**src/rtl/request_injector.sv**
```systemverilog
// Request injector: queues host requests in a small FIFO and issues them to the
// scheduler one at a time, with at least two idle cycles between issues.
module request_injector #(
    parameter int FIFO_AW = 3,
    parameter int CTRL_W  = 3,
    parameter int REQ_DW  = 32
) (
    input  logic                 clk,
    input  logic                 reset,
    input  logic                 host_vld,
    output logic                 host_rdy,
    input  logic [CTRL_W-1:0]    host_cmd,
    input  logic [REQ_DW-1:0]    host_data,
    input  logic                 flush,
    input  logic                 scheduler_rdy,
    output logic [0:CTRL_W-1]    request_control,
    output logic [0:REQ_DW-1]    request_data,
    output logic [FIFO_AW:0]     fifo_level,
    output logic [15:0]          issued_cnt,
    output logic                 nop_drop
);
    localparam int DEPTH = 1 << FIFO_AW;
    localparam logic [FIFO_AW:0]   FULL_LEVEL = (FIFO_AW+1)'(DEPTH);
    localparam logic [FIFO_AW:0]   LVL_ONE    = (FIFO_AW+1)'(1);
    localparam logic [FIFO_AW-1:0] PTR_ONE    = FIFO_AW'(1);

    typedef enum logic [1:0] {IDLE, ISSUE, GAP} state_e;

    state_e                     state_q, state_d;
    logic [CTRL_W+REQ_DW-1:0]   mem_q [DEPTH];
    logic [FIFO_AW-1:0]         wr_ptr_q, rd_ptr_q;
    logic [FIFO_AW:0]           level_q, level_d;
    logic [15:0]                issued_cnt_q;
    logic                       nop_drop_q;
    logic [CTRL_W-1:0]          ctrl_q, ctrl_d;
    logic [REQ_DW-1:0]          data_q, data_d;
    logic [CTRL_W-1:0]          head_cmd;
    logic [REQ_DW-1:0]          head_data;
    logic                       handshake, push, pop, nop_seen, cnt_inc;

    assign host_rdy  = (level_q != FULL_LEVEL) && !flush;
    assign handshake = host_vld && host_rdy;
    assign push      = handshake && (host_cmd != '0);
    assign nop_seen  = handshake && (host_cmd == '0);
    assign {head_cmd, head_data} = mem_q[rd_ptr_q];

    always_ff @(posedge clk or negedge reset) begin
        if (!reset) begin
            state_q <= IDLE;
        end else begin
            state_q <= state_d;
        end
    end

    always_comb begin
        state_d = state_q;
        unique case (state_q)
            IDLE:    if (level_q != '0 && scheduler_rdy && !flush) state_d = ISSUE;
            ISSUE:   state_d = GAP;
            GAP:     state_d = IDLE;
            default: state_d = IDLE;
        endcase
    end

    // The entry leaves the FIFO on the IDLE->ISSUE edge and is held in the output registers.
    always_comb begin
        pop     = (state_q == IDLE) && (state_d == ISSUE);
        cnt_inc = (state_q == ISSUE);
        ctrl_d  = '0;
        data_d  = '0;
        if (pop) begin
            ctrl_d = head_cmd;
            data_d = head_data;
        end
    end

    always_comb begin
        level_d = level_q;
        if (flush) begin
            level_d = '0;
        end else if (push && !pop) begin
            level_d = level_q + LVL_ONE;
        end else if (pop && !push) begin
            level_d = level_q - LVL_ONE;
        end
    end

    always_ff @(posedge clk) begin
        if (push) begin
            mem_q[wr_ptr_q] <= {host_cmd, host_data};
        end
    end

    always_ff @(posedge clk or negedge reset) begin
        if (!reset) begin
            wr_ptr_q     <= '0;
            rd_ptr_q     <= '0;
            level_q      <= '0;
            issued_cnt_q <= '0;
            nop_drop_q   <= 1'b0;
            ctrl_q       <= '0;
            data_q       <= '0;
        end else begin
            level_q <= level_d;
            ctrl_q  <= ctrl_d;
            data_q  <= data_d;
            if (flush) begin
                wr_ptr_q <= '0;
                rd_ptr_q <= '0;
            end else begin
                if (push) wr_ptr_q <= wr_ptr_q + PTR_ONE;
                if (pop)  rd_ptr_q <= rd_ptr_q + PTR_ONE;
            end
            if (cnt_inc)  issued_cnt_q <= issued_cnt_q + 16'd1;
            if (nop_seen) nop_drop_q   <= 1'b1;
        end
    end

    assign request_control = ctrl_q;
    assign request_data    = data_q;
    assign fifo_level      = level_q;
    assign issued_cnt      = issued_cnt_q;
    assign nop_drop        = nop_drop_q;
endmodule

```
**config.mk**
```make
export PLATFORM = sky130hd
export DESIGN_NAME = request_injector
export DESIGN_NICKNAME = d
export VERILOG_FILES = /design/src/rtl/request_injector.sv
export SDC_FILE = /design/constraint.sdc
export NUM_CORES = 1
export LEC_CHECK = 0
export BUFFER_PORTS_ARGS = -buffer_cell sky130_fd_sc_hd__buf_2
export CAP_MARGIN = 10
export CORE_MARGIN = 10
export CORE_UTILIZATION = 40
export CTS_BUF_LIST = sky130_fd_sc_hd__clkbuf_16
export CTS_CLUSTER_DIAMETER = 60
export DETAILED_ROUTE_END_ITERATION = 12
export PLACE_DENSITY = 0.56
export SLEW_MARGIN = 20
export SYNTH_ARGS = -nofsm -noshare
export SYNTH_HDL_FRONTEND = slang
export SYNTH_SLANG_ARGS = --single-unit
export TNS_END_PERCENT = 1
```
**constraint.sdc**
```tcl
create_clock -name clk -period 6.5 [get_ports clk]
set_clock_uncertainty 0.2 [all_clocks]
set_input_delay 0.65 -clock clk [delete_from_list [all_inputs] [get_ports clk]]
set_output_delay 0.65 -clock clk [all_outputs]
set_load 0.01 [all_outputs]
```
==> key figures <==
Power and ir drop
  – LEAKAGE: roughly 5.3 nW
  – Psw: 1.28 mW
  – Part of the power in combinational logic: 0.135
  – Net Sw Frac: 0.240
  – Seq pwr share: 0.488
  – P_int: 4.06 mW
  – Max VDD drop: approximately 0.20 mV
  – Clk pwr share: 0.377
  – Pwr dens: 352 mW/mm2

Detailed routing
  – Vias post-DR: 6,021
  – WL/cell: roughly 22 um
  – Detailed Route Iter0 Violations: 287
  – DR vias/cell: 5.17
  – Drt first pass iters: 4
  – Top Layer Used: met4
  – WL met1: roughly 12,000 um
  – Routed wl met2: ~12,000 um
  – DRC errors left: 0
  – Antenna viol nets, final: 0
  – Routed wire length on met3: roughly 1500 um
  – Total Wirelength: 26,100 um

Clock network
  – Resized Gates After CTS: 0
  – CTS Hold Bufs: 0
  – Max Buffers Root-to-Sink: 3
  – Clk_lat worst skew: 0.51 ns
  – Clock slew at reported path FFs: approximately 0.06 ns
  – CTS H-tree depth: 2
  – CTS root buf: clkbuf_16
  – CTS tree: done
  – Total CTS buffers: 37
  – Setup Fix Bufs, Post-CTS: 0
  – # clock sinks: 344

Place
  – DP HPWL: 15,200 um
  – Routability Congestion: 0.734
  – Dpl cell area: approximately 0.014 mm2
  – IO Port Bufs: 96

Floorplanning
  – Die Y: between 150 and 200 um
  – Starting density of the core: 0.408
  – Die area: 0.0399 mm2
  – Number of I/O pins: 97
  – Chip Width: 200 um
  – Row cnt: 65
  – Core footprint: 0.0317 mm2

STA
  – Fin crit share: 0.546
  – Final min period: between 3 and 4 ns
  – Fmax: 282 MHz
  – Final Setup Violations: 0
  – Slew Viols, Final: 0
  – Fin Setup TNS: 0 ns
  – Final Hold Fails: 0
  – Rel. slew slack: 0.395
  – Worst Tran Pin Value: 0.907 ns
  – Unrepaired setup endpoints after global routing: false

Logic synthesis
  – Area leader, netlist: edfxtp_1
  – Cell Area, Synth: 0.0129 mm2
  – Top cell type's share of synthesized area: 0.650
  – Mean instance size in the synthesized netlist: between 20 and 25 um2
  – Post-synthesis sequential area ratio: 0.774
  – Syn_nets: roughly 660
  – Register bit total from synthesis: 344
  – Warnings, synthesis: 0
  – Syn Inst Count: 616
  – Post-synthesis cell type count: 37
  – Synth top area cells: edfxtp_1 65%, dfrtp_1 12%, mux4_2 12%, mux2i_1 2.9%, nor2_1 1.3%

Global route
  – Vias in the first global route: 6,721
  – Total grt overflow: 0
  – Global Route Usage Sum: 0.134
  – First-pass GRT wire length: 40,800 um
  – Largest net degree at the start of global routing: 73
  – Initial antenna violation count: 1

Finish
  – Area of the multi-input gates: 0.00283 mm2
  – Most frequent cells in the layout: 280 x edfxtp_1, 95 x buf_2, 70 x mux4_2, 61 x dfrtp_1, 44 x nor2_1
  – Finished Cell Area: around 0.015 mm2
  – Sequential cell area: approximately 0.01 mm2
  – Filler instances: approximately 2.6k
  – Area Overhead vs Synth: 17.2%
  – Most common cell after layout, fill and taps aside: edfxtp_1
  – Ratio of cells with drive above 1 in the final layout: 0.324
  – Inserted Diodes: 0
  – Post-layout net count: 781

Worst setup path
  – Critical path required time: about 6.5 ns
  – Crit-path max FO: 26
  – Crit Path Class: reg2reg
  – Critical Path End Type: flip-flop
  – Worst path arrival time: roughly 3.5 ns
  – Startpoint Class: flip-flop

Hold path
  – Hold Crit Class: in2async

Status
  – Status: finished, final reports clean

Flow run
  – Max Cap Viol: 0
worst paths after layout:
path	start	endpoint	slack (ns)	depth (start not counted)
min in group clk	host_data[2]	mem_q[1][2]	0.20	1
worst min-delay path	reset	request_data[5]	0.08	1
worst max register to register	fifo_level[3]	mem_q[2][27]	2.95	5
max in group asynchronous	reset	rd_ptr_q[0]	5.35	1
worst min register to register	nop_drop	nop_drop	0.27	1
worst max-delay path	fifo_level[3]	mem_q[2][27]	2.95	5
sequential cells by signal, indices dropped and copies added (netlist names):
register and cells:
state_q 2, request_data 32, nop_drop 1, issued_cnt 16
rd_ptr_q 3, mem_q 280, request_control 3, fifo_level 4
wr_ptr_q 3
layer usage:
metal / global-route usage / up-vias
met5: 0 / -
met4: 0.0334 / 0
met3: 0.0305 / 37
met2: 0.221 / 149
met1: 0.177 / 3153
li1: - / 2682
worst max-delay path, cell delays in order (launching register included):
cell and delay (ns):
dfrtp_1 0.44, nor4b_4 0.17, nor4b_4 0.72, nand2b_1 0.35, nor3b_2 0.77, buf_4 0.52
kinds of logic (layout without fill, tap and decap cells):
| logic type | Yosys count | in the layout | synth area share |
|---|---|---|---|
| simple gates | 98 | 98 | 0.0384 |
| buf+inv | 32 | 179 | 0.0108 |
| flops | 344 | 344 | 0.774 |
| mux | 108 | 108 | 0.151 |
| fa+ha+maj | 6 | 6 | 0.00638 |
| compound gates | 9 | 9 | 0.00493 |
| xor+xnor | 19 | 19 | 0.0143 |
synthesized netlist by cell type:
| cell | n |
|---|---|
| xor2_1 | 7 |
| nor4b_1 | 1 |
| and2_1 | 1 |
| mux2_2 | 1 |
| nor3_1 | 5 |
| edfxtp_1 | 280 |
| or3_1 | 1 |
| nor2b_1 | 1 |
| dfrtp_1 | 64 |
| fa_1 | 1 |
| a21oi_1 | 3 |
| nand4_1 | 3 |
| a41oi_1 | 1 |
| xnor2_4 | 1 |
| nand2_1 | 15 |
| buf_2 | 13 |
| and4_1 | 1 |
| mux2i_1 | 37 |
| buf_1 | 1 |
| ha_1 | 5 |
| buf_4 | 1 |
| nor4b_4 | 2 |
| a31o_2 | 1 |
| and3_1 | 4 |
| o21ai_1 | 3 |
| mux4_2 | 70 |
| nand2b_1 | 3 |
| or3_4 | 1 |
| nand3_1 | 8 |
| nand3b_1 | 2 |
| o21ai_4 | 1 |
| nor3b_1 | 4 |
| xnor2_1 | 11 |
| inv_2 | 1 |
| nor2_1 | 46 |
| inv_1 | 3 |
| clkbuf_1 | 13 |
per-stage QoR:
| step | utilization | hold slack [ns] | cells | power [mW] | setup WS (ns) |
|---|---|---|---|---|---|
| 5_1_grt | 0.478 | 0.154 | 1165 | 5.59 | 2.65 |
| 6_report | 0.478 | 0.0766 | 1165 | 5.34 | 2.95 |
| 3_3_place_gp | 0.439 | 0.254 | 1095 | 3.37 | 2.58 |
| 2_1_floorplan | - | 0.154 | 616 | 3.15 | 1.75 |
| 4_1_cts | 0.477 | 0.111 | 1164 | 5.41 | 2.81 |
| 3_5_place_dp | 0.440 | 0.258 | 1097 | 3.39 | 2.43 |
area by class of cell:
cell class              instances  area share
flip-flops and latches        344       0.661
multi-input cells             240       0.187
clock buffers                  37      0.0611
repair buffers                108      0.0408
well taps                     402      0.0332
clock inverters                30      0.0161
inverters                       4    0.000991
power by group through the flow:
stage / Clock, mW / Combinational, mW / Sequential, mW
floorplan: 0 / 0.529 / 2.62
global placement: 0 / 0.713 / 2.66
detailed placement: 0 / 0.724 / 2.67
CTS: 2.06 / 0.728 / 2.62
global route: 2.16 / 0.799 / 2.63
finish: 2.01 / 0.721 / 2.61
No activity file was read; power rests on OpenSTA's default activity.
